==> src/rtl/packet_requester.sv <==
// Packet buffer that requests arbitration for its head word; cut-through by default,
// store-and-forward when PACKET_REQUESTER_STORE_FWD_EN is defined.
module packet_requester #(
    parameter int DATA_W = 8,
    parameter int DEPTH  = 16
) (
    input  logic                       clk,
    input  logic                       rst,
    input  logic [DATA_W-1:0]          in_data,
    input  logic                       in_valid,
    input  logic                       in_last,
    output logic                       in_ready,
    output logic                       req,
    output logic                       req_is_last,
    input  logic                       grant,
    output logic [DATA_W-1:0]          out_data,
    output logic [$clog2(DEPTH):0]     level,
    output logic [$clog2(DEPTH):0]     pkt_cnt
);

    localparam int AW = $clog2(DEPTH);
    localparam int CW = AW + 1;
    localparam logic [AW-1:0] PTR_ONE  = AW'(1);
    localparam logic [CW-1:0] CNT_ONE  = CW'(1);
    localparam logic [CW-1:0] FULL_LVL = CW'(DEPTH);

    // Each entry holds {last, data}
    logic [DATA_W:0]   r_mem [DEPTH];
    logic [AW-1:0]     r_wr_ptr;
    logic [AW-1:0]     r_rd_ptr;
    logic [CW-1:0]     r_level;
    logic [CW-1:0]     r_pkt_cnt;

    logic              w_full;
    logic              w_push;
    logic              w_pop;
    logic              w_req;
    logic [DATA_W:0]   w_head;
    logic              w_head_last;
    logic              w_pkt_inc;
    logic              w_pkt_dec;

    assign w_full      = (r_level == FULL_LVL);
    assign w_head      = r_mem[r_rd_ptr];
    assign w_head_last = w_head[DATA_W];

`ifdef PACKET_REQUESTER_STORE_FWD_EN
    // The full term lets a packet larger than the buffer drain instead of deadlocking
    assign w_req = (r_pkt_cnt != '0) | w_full;
`else
    assign w_req = (r_level != '0);
`endif

    assign w_push    = in_valid & ~w_full;
    assign w_pop     = w_req & grant;
    assign w_pkt_inc = w_push & in_last;
    assign w_pkt_dec = w_pop & w_head_last;

    assign in_ready    = ~w_full;
    assign req         = w_req;
    assign req_is_last = w_req & w_head_last;
    assign out_data    = w_head[DATA_W-1:0];
    assign level       = r_level;
    assign pkt_cnt     = r_pkt_cnt;

    always_ff @(posedge clk) begin
        if (w_push) begin
            r_mem[r_wr_ptr] <= {in_last, in_data};
        end
    end

    always_ff @(posedge clk or posedge rst) begin
        if (rst) begin
            r_wr_ptr  <= '0;
            r_rd_ptr  <= '0;
            r_level   <= '0;
            r_pkt_cnt <= '0;
        end else begin
            if (w_push) begin
                r_wr_ptr <= r_wr_ptr + PTR_ONE;
            end
            if (w_pop) begin
                r_rd_ptr <= r_rd_ptr + PTR_ONE;
            end
            case ({w_push, w_pop})
                2'b10:   r_level <= r_level + CNT_ONE;
                2'b01:   r_level <= r_level - CNT_ONE;
                default: r_level <= r_level;
            endcase
            case ({w_pkt_inc, w_pkt_dec})
                2'b10:   r_pkt_cnt <= r_pkt_cnt + CNT_ONE;
                2'b01:   r_pkt_cnt <= r_pkt_cnt - CNT_ONE;
                default: r_pkt_cnt <= r_pkt_cnt;
            endcase
        end
    end

endmodule

==> config.mk <==
export PLATFORM = sky130hd
export DESIGN_NAME = packet_requester
export DESIGN_NICKNAME = d
export VERILOG_FILES = /design/src/rtl/packet_requester.sv
export SDC_FILE = /design/constraint.sdc
export NUM_CORES = 1
export LEC_CHECK = 0
export BUFFER_PORTS_ARGS = -buffer_cell sky130_fd_sc_hd__buf_4
export CORE_MARGIN = 1.5
export CORE_UTILIZATION = 55
export DETAILED_ROUTE_END_ITERATION = 8
export PLACE_DENSITY_LB_ADDON = 0.08
export SLEW_MARGIN = 10
export SYNTH_ARGS = -nofsm -noshare
export SYNTH_HDL_FRONTEND = slang
export SYNTH_SLANG_ARGS = --single-unit
export TNS_END_PERCENT = 100
==> constraint.sdc <==
create_clock -name clk -period 2.7 [get_ports clk]
set_input_delay 0.27 -clock clk [delete_from_list [all_inputs] [get_ports clk]]
set_output_delay 0.27 -clock clk [all_outputs]
set_load 0.1 [all_outputs]
== After elaboration in Yosys (flattened, before gate mapping) ==
Memories as Yosys holds them, arrays and structs flattened.
Index checks and enable logic that the tools add are counted.

* Reductions and logical operators: 3
* Bitwise gates (word level): 6
* Equality and inequality tests: 5
* Add/subtract/negate cells: 6
* Multiplexer cells: 4

{| class="wikitable"
|+ Operator list
! cell !! number
|-
| $pmux 5 s2 || 2
|-
| $add 5x1->5 const B || 2
|-
| $sub 5x1->5 const B || 2
|-
| $add 4x1->4 const B || 2
|-
| $and 1x1->1 || 5
|-
| $eq 5x5->1 const B || 1
|-
| $reduce_bool 5->1 || 1
|-
| $eq 2x1->1 const B || 2
|-
| $eq 2x2->1 const B || 2
|-
| $reduce_bool 2->1 || 2
|-
| $mux 1 || 2
|-
| $not 1->1 || 1
|}

* RAM bits: 144
* Word-level logic and storage cells: 29
* Input port bits: 13
* Memories kept: 1
* Output and inout bits: 21
* Flip-flop bits (word level): 18

{| class="wikitable"
|+ Memories
! memory !! words !! bits a word !! read ports !! clocked after Yosys merged registers in !! wr ports !! line !! RTL
|-
| r_mem || 16 || 9 || 1 || 0 || 1 || 28 || <nowiki>logic [DATA_W:0] r_mem [DEPTH];</nowiki>
|}

== Depth between registers and ports, before layout ==
Gate-level depths: netlist of run 1.

* Word-level depth: 6
* Gate-level depth with buffers: 13
* Depth with buffers taken out: 11

== Worst setup path before layout of run 1 ==
No wires, ideal clock.

* Path type: reg2out
* Start: register r_level[4], in the netlist level[4]
* End: output port req_is_last
* Slack: -1.116 ns
* Required time: 2.430 ns
* Stages on the path, launching flop included: 5
* Data arrival time: 3.546 ns
* Buffers on the path: 0
* Cell sequence: dfrtp_1 -> inv_1 -> nand2_1 -> nand2b_1 -> o22ai_1

* Longest elaborated chain between the ends: 2

{| class="wikitable"
|+ Ends and longest elaborated chain
! item !! line !! RTL
|-
| start, declared || 31 || <nowiki>logic [CW-1:0] r_level;</nowiki>
|-
| start signal, assigned || 86 || <nowiki>2'b10: r_level <= r_level + CNT_ONE;</nowiki>
|-
| start signal, assigned || 87 || <nowiki>2'b01: r_level <= r_level - CNT_ONE;</nowiki>
|-
| start signal, assigned || 88 || <nowiki>default: r_level <= r_level;</nowiki>
|-
| $reduce_bool 5->1 || 51 || <nowiki>assign w_req = (r_level != '0);</nowiki>
|-
| via req || 13 || <nowiki>output logic req,</nowiki>
|-
| $and 1x1->1 || 61 || <nowiki>assign req_is_last = w_req & w_head_last;</nowiki>
|-
| end, declared || 14 || <nowiki>output logic req_is_last,</nowiki>
|}

The timed path passes the listed nets, and every way through them passes these cells.

== Worst setup path after layout of run 1 ==
* Start: register r_rd_ptr[1]
* End: register r_pkt_cnt[4], in the netlist pkt_cnt[4]

* Longest elaborated chain between the ends: 4
* Elaborated cells on any way between the ends: 6
* Those cells by class: 2 x eq/ne; 1 x mux; 1 x bitwise; 1 x reduce/logical; 1 x memory

{| class="wikitable"
|+ Ends and longest elaborated chain
! item !! line !! RTL
|-
| start, declared || 30 || <nowiki>logic [AW-1:0] r_rd_ptr;</nowiki>
|-
| start signal, assigned || 83 || <nowiki>r_rd_ptr <= r_rd_ptr + PTR_ONE;</nowiki>
|-
| $mem_v2 16x9 * || -- ||
|-
| $and 1x1->1 * || 57 || <nowiki>assign w_pkt_dec = w_pop & w_head_last;</nowiki>
|-
| $eq 2x1->1 / $eq 2x2->1 (equally long branches) || 90 || <nowiki>case ({w_pkt_inc, w_pkt_dec})</nowiki>
|-
| $pmux 5 s2 / $reduce_bool 2->1 (equally long branches) || -- ||
|-
| end signal, assigned || 91 || <nowiki>2'b10: r_pkt_cnt <= r_pkt_cnt + CNT_ONE;</nowiki>
|-
| end signal, assigned || 92 || <nowiki>2'b01: r_pkt_cnt <= r_pkt_cnt - CNT_ONE;</nowiki>
|-
| end signal, assigned || 93 || <nowiki>default: r_pkt_cnt <= r_pkt_cnt;</nowiki>
|-
| end, declared || 32 || <nowiki>logic [CW-1:0] r_pkt_cnt;</nowiki>
|}

Mark *: on every way between the ends. The rest lies on a longest branch, timed or not.
A chain may end at the register's enable or synchronous reset.

==> results of run 1 <==
cell families (layout without fill, tap and decap cells):
| group | count (synthesis) | count (layout) | share of synthesized area (%) |
|---|---|---|---|
| flip-flops | 162 | 162 | 71.5 |
| AND/OR/NAND/NOR | 69 | 69 | 5.28 |
| multiplexers | 42 | 42 | 12.8 |
| AO/OA/AOI/OAI | 37 | 37 | 4.16 |
| buffers and inverters | 25 | 104 | 1.76 |
| XOR/XNOR | 15 | 15 | 1.97 |
| adder cells (fa/ha/maj) | 13 | 13 | 2.55 |
cell type report:
cell class / count / area share (%)
sequential: 162 / 60.3
tap: 147 / 2.31
clock buffer: 23 / 5.64
timing repair buffer: 69 / 6.77
multi-input combinational: 176 / 24.4
inverter: 8 / 0.378
clock inverter: 4 / 0.189
worst max-delay path by stage:
stage	slack [ns]	depth (start not counted)	startpoint	endpoint
final	-0.08	12	r_rd_ptr[1]$_DFFE_PP0P_	pkt_cnt[4]$_DFFE_PP0P_
after global routing	-0.21	12	r_rd_ptr[1]$_DFFE_PP0P_	pkt_cnt[4]$_DFFE_PP0P_
after CTS	-0.11	12	r_rd_ptr[1]$_DFFE_PP0P_	pkt_cnt[4]$_DFFE_PP0P_
after detailed placement	-0.18	11	r_rd_ptr[1]$_DFFE_PP0P_	pkt_cnt[4]$_DFFE_PP0P_
after global placement	-0.07	11	r_rd_ptr[1]$_DFFE_PP0P_	pkt_cnt[4]$_DFFE_PP0P_
after floorplan	-0.22	12	level[3]$_DFFE_PP0P_	pkt_cnt[4]$_DFFE_PP0P_
flip-flops by register name, summed over array words and instances, names as in the netlist:
name,count
r_rd_ptr,4
level,5
r_mem,144
r_wr_ptr,4
pkt_cnt,5
cell usage in the layout (no fill, tap or decap), types with 5 or more instances in the layout:
cell type	count
edfxtp_1	144
buf_4	66
mux4_2	34
nand2_1	24
clkbuf_16	17
nor2_1	15
a22oi_1	12
dfrtp_1	11
ha_1	8
xor2_1	7
xnor2_1	7
nor3_1	7
inv_1	6
clkbuf_1	6
nor2b_1	5
per-stage QoR:
stage / utilization, % / setup TNS, ns
after detailed placement: 60.9 / -0.228
after global routing: 66.7 / -0.475
final: 66.7 / -0.130
after global placement: 60.9 / -0.0816
after CTS: 65.4 / -0.594
after floorplan: - / -0.439
repair_timing:
| item | CTS | global route |
|---|---|---|
| setup endpoints to repair | 11 | 13 |
| pin swaps | 3 | 8 |
| hold buffers | 0 | 0 |
| buffers inserted | 3 | 11 |
| gates resized for setup | 11 | 15 |
| cloned | 0 | 0 |
layer usage:
metal	share of wire (%)	vias to the layer above	global-route usage, %
met3	3.1	12	4.77
met2	52	74	35.9
met5	0	-	0
li1	-	1570	-
met1	44	1802	30.0
met4	0.97	0	8.08
critical path, cell delays in order (launching register included):
cell,delay (ns)
dfrtp_2,0.41
mux4_2,0.51
nor2b_4,0.15
a311oi_4,0.27
o22ai_2,0.12
ha_2,0.23
xor2_2,0.14
ha_2,0.19
buf_4,0.14
nor3b_2,0.15
a21oi_1,0.07
o32ai_2,0.14
xor2_1,0.17
==> results.md, run 1 <==
* Synth Warn # at 0
* Initial core utilization at 56.1%
* Wire length of the first global-routing pass at 20200 um
* Die H at 113 um
* Die area at 12800 um2
* Most frequent cell after synthesis: edfxtp_1
* Fin. Hold Viols at 18
* Vias per inst at 5.87
* Fin area at 7950 um2
* Reg2Reg Setup Slack at -0.08 ns
* Final Setup Violations at 2
* Die Width at 113 um
* Register area at 4790 um2
* Asr flop ratio synth at 11.1%
* Setup CP Type: reg2reg
* Sequential element share of the synthesized area at 71.5%
* CP max FO at 4
* Largest net degree at the start of global routing at 25
* Failing checks: hold timing, setup timing
* Area of the multi-input gates at 1940 um2
* Worst EP required at 3.04 ns
* Post-synth EDFFs at 144
* Most frequent cells after synthesis: edfxtp_1, mux4_2, nand2_1, dfrtp_1, a22oi_1
* DP Worst Slack at -0.178 ns
* Worst Tran Pin Value at 1.13 ns
* Worst-Skew Late Latency at 0.42 ns
* Total track usage at 22.1%
* CTS tree: done
* Layout Cells excl Fill at 589
* Cell area after synthesis at 6680 um2
* MaxCap Viol Count at 0
* Share of the synthesized area in the top cell type at 64.8%
* Total wire length at 13100 um
* DR WL/cell at 22.2 um
* Unrepaired setup endpoints after global routing: true
* Hold slack final at -0.0171 ns
* Slew Limit Fails at 0
* TritonCTS buffer count at 17
* Antenna Nets Post-Route at 0
* Post-synthesis register bit count at 162
* Clock transition at path regs at 0.06 ns
* Tcrit/Tclk final at 103%
* Number of H-tree levels at 4
* Synth cell types at 39
* Root buf cell: clkbuf_16
* Final routed DRC violation total at 0
* Synth Flop Type: edfxtp_1
* Ranking of synthesized cells by area: edfxtp_1, mux4_2, dfrtp_1
* Area growth syn-to-layout at 19.0%
* R2r worst-path depth at 12
* First drt pass iteration count at 6
* Crit path DAT at 3.12 ns
* Status: complete, but fails checks
* Vias at 3458
* Initial antenna violation count at 0
* Post-Place Cells at 549
* Diodes inserted at 0
* Setup crit end kind: flop
* Vias in the first global route at 3659
* Tightest Hold Check Type: in2async
* FP Rows at 40
* Final clock skew at 0.00902 ns
* Maximum root-to-sink buffer count at 2
* DP Wirelength at 7980 um
* Layout cells sized above 1 at 36.0%
* Leading area contributor after synthesis: edfxtp_1
* Setup slack after layout at -0.0839 ns
* Syn avg cell area at 18.4 um2
* Worst Setup Start Kind: flop
* Syn Nets at 389
* Slew headroom at 24.7%
* Initial drt markers at 361
* Io pins at 34
* Reg-to-reg critical path startpoint: r_rd_ptr[1]$_DFFE_PP0P_
* Nets@finish at 460
* Syn Inst Count at 363
* Max Clock Freq at 359 MHz
* Placer Congestion at 0.733
* PortBufs at 33
* # clock sinks at 162
* Core area at 11900 um2
* GR Overflow Total at 0
* Fillers at 875
* Post-route minimum period at 2.78 ns
* R2r endpoint: pkt_cnt[4]$_DFFE_PP0P_
* Post-placement cell area at 7250 um2
Power of run 1 is not shown: default switching activity piles up to over one toggle a cycle in this logic, so the estimate is an artifact.
==> inputs of run 2 (changes only) <==
CORE_UTILIZATION = 60   (was 55)
SKIP_CTS_REPAIR_TIMING = 1   (was unset)
clock period = 3.2 ns   (was 2.7 ns; I/O delays follow)
==> run 2 against run 1 <==
Against the previous run: the run now ends clean; wire length is 3.8% lower; die area is 8.1% lower; critical path depth decreased by 1; worst setup slack improved by 0.29 ns; clock-buffer cell count decreased by 4; register-to-register slack better by 0.29 ns; global-route usage up 1.9 points; critical path type unchanged; critical endpoint unchanged; highest routed layer unchanged.
==> results.md, run 2 (synthesis gave the netlist of run 1 again) <==
* TritonCTS buffer count at 17
* Area growth syn-to-layout at 17.4%
* Diodes inserted at 0
* Setup TNS at 0 ns
* Wire length of the first global-routing pass at 19700 um
* Fin. Hold Viols at 0
* Total wire length at 12600 um
* Post-route minimum period at 2.99 ns
* Max Clock Freq at 334 MHz
* Vias per inst at 6.07
* Crit path DAT at 3.44 ns
* Worst EP required at 3.64 ns
* Worst Tran Pin Value at 0.785 ns
* First drt pass iteration count at 5
* Largest stage delay, worst path at 0.59 ns
* Final Setup Violations at 0
* GR Overflow Total at 0
* Unrepaired setup endpoints after global routing: false
* Initial drt markers at 261
* Slew Limit Fails at 0
* CP max-delay cell: dfrtp_1
* CP max FO at 11
* Die area at 11800 um2
* Tightest Hold Check Type: in2reg
* Slew headroom at 47.6%
* Final clock skew at 0.0110 ns
* Tcrit/Tclk final at 93.6%
* Most flops, register: r_mem
* Die Width at 108 um
* PortBufs at 33
* # clock sinks at 162
* Io pins at 34
* Post-layout util at 72.3%
* Core area at 10800 um2
* Status: finished clean
* Crit-path cells: mux4_2 > nor2b_1 > a311oi_2 > o22ai_1 > ha_1 > xor2_1 > ha_1 > nor2b_1 > a31oi_1 > o32ai_1 > xor2_1
* FP Rows at 38
* Layout cells sized above 1 at 31.6%
* MaxCap Viol Count at 0
* Nets@finish at 447
* Initial antenna violation count at 0
* CTS tree: done
* Commonest non-fill, non-tap cell in the layout: edfxtp_1
* Clock transition at path regs at 0.06 ns
* Placer Congestion at 0.743
* Largest net degree at the start of global routing at 29
* Initial core utilization at 61.6%
* Worst-Skew Late Latency at 0.52 ns
* Max reg flops at 144
* DP Wirelength at 7820 um
* Commonest cells after routing, fill and taps aside: edfxtp_1, buf_4, mux4_2
* Die H at 108 um
* Maximum root-to-sink buffer count at 2
* Total track usage at 24.0%
* Setup crit end kind: flop
* Antenna Nets Post-Route at 0
* Hold slack final at 0.111 ns
* Worst Setup Start Kind: flop
* Root buf cell: clkbuf_8
* Setup CP Type: reg2reg
* Vias at 3483
* DR WL/cell at 21.9 um
* Number of H-tree levels at 4
* Vias in the first global route at 3561
* Final routed DRC violation total at 0
[run 2: area by class of cell]
class,count,area (um2)
flip-flops and latches,162,4780
fillers,690,3000
multi-input cells,176,1790
repair buffers,56,427
clock buffers,19,422
clock inverters,13,208
well taps,140,175
inverters,8,30.0
[run 2: final timing paths]
kind	startpoint	cells past startpoint	endpoint	slack (ns)
max reg2reg	r_rd_ptr[3]$_DFFE_PP0P_	11	pkt_cnt[4]$_DFFE_PP0P_	0.21
min reg2reg	pkt_cnt[4]$_DFFE_PP0P_	1	pkt_cnt[4]$_DFFE_PP0P_	0.49
max in group asynchronous	rst	3	r_rd_ptr[0]$_DFFE_PP0P_	2.19
max	r_rd_ptr[3]$_DFFE_PP0P_	11	pkt_cnt[4]$_DFFE_PP0P_	0.21
min in group asynchronous	rst	3	pkt_cnt[3]$_DFFE_PP0P_	0.49
min	in_last	1	r_mem[10][8]$_DFFE_PP_	0.11
[run 2: per-layer routing]
layer / track usage [%] / vias up / wire, um
li1: - / 1558 / -
met1: 31.8 / 1793 / 5100
met2: 39.3 / 119 / 6570
met3: 6.27 / 13 / 700
met4: 8.18 / 0 / 184
met5: 0 / - / 0
[run 2: metrics by stage]
stage,std cells,cell area (um2),worst slack (ns)
finish,574,7840,0.206
global route,574,7840,0.00972
CTS,573,7820,0.0252
detailed placement,541,7190,0.185
global placement,541,7190,0.199
floorplan,363,6690,0.0196
[run 2: worst max-delay path, delay by kind of cell (launching register included)]
kind,cells,cell delay (ns)
adders and majority gates,2,0.51
and+or+nand+nor,2,0.32
DFF,1,0.59
AOI/OAI and AO/OA,4,0.81
muxes,1,0.35
xor gates and xnor gates,2,0.35
Power of run 2 is left out for the same reason.
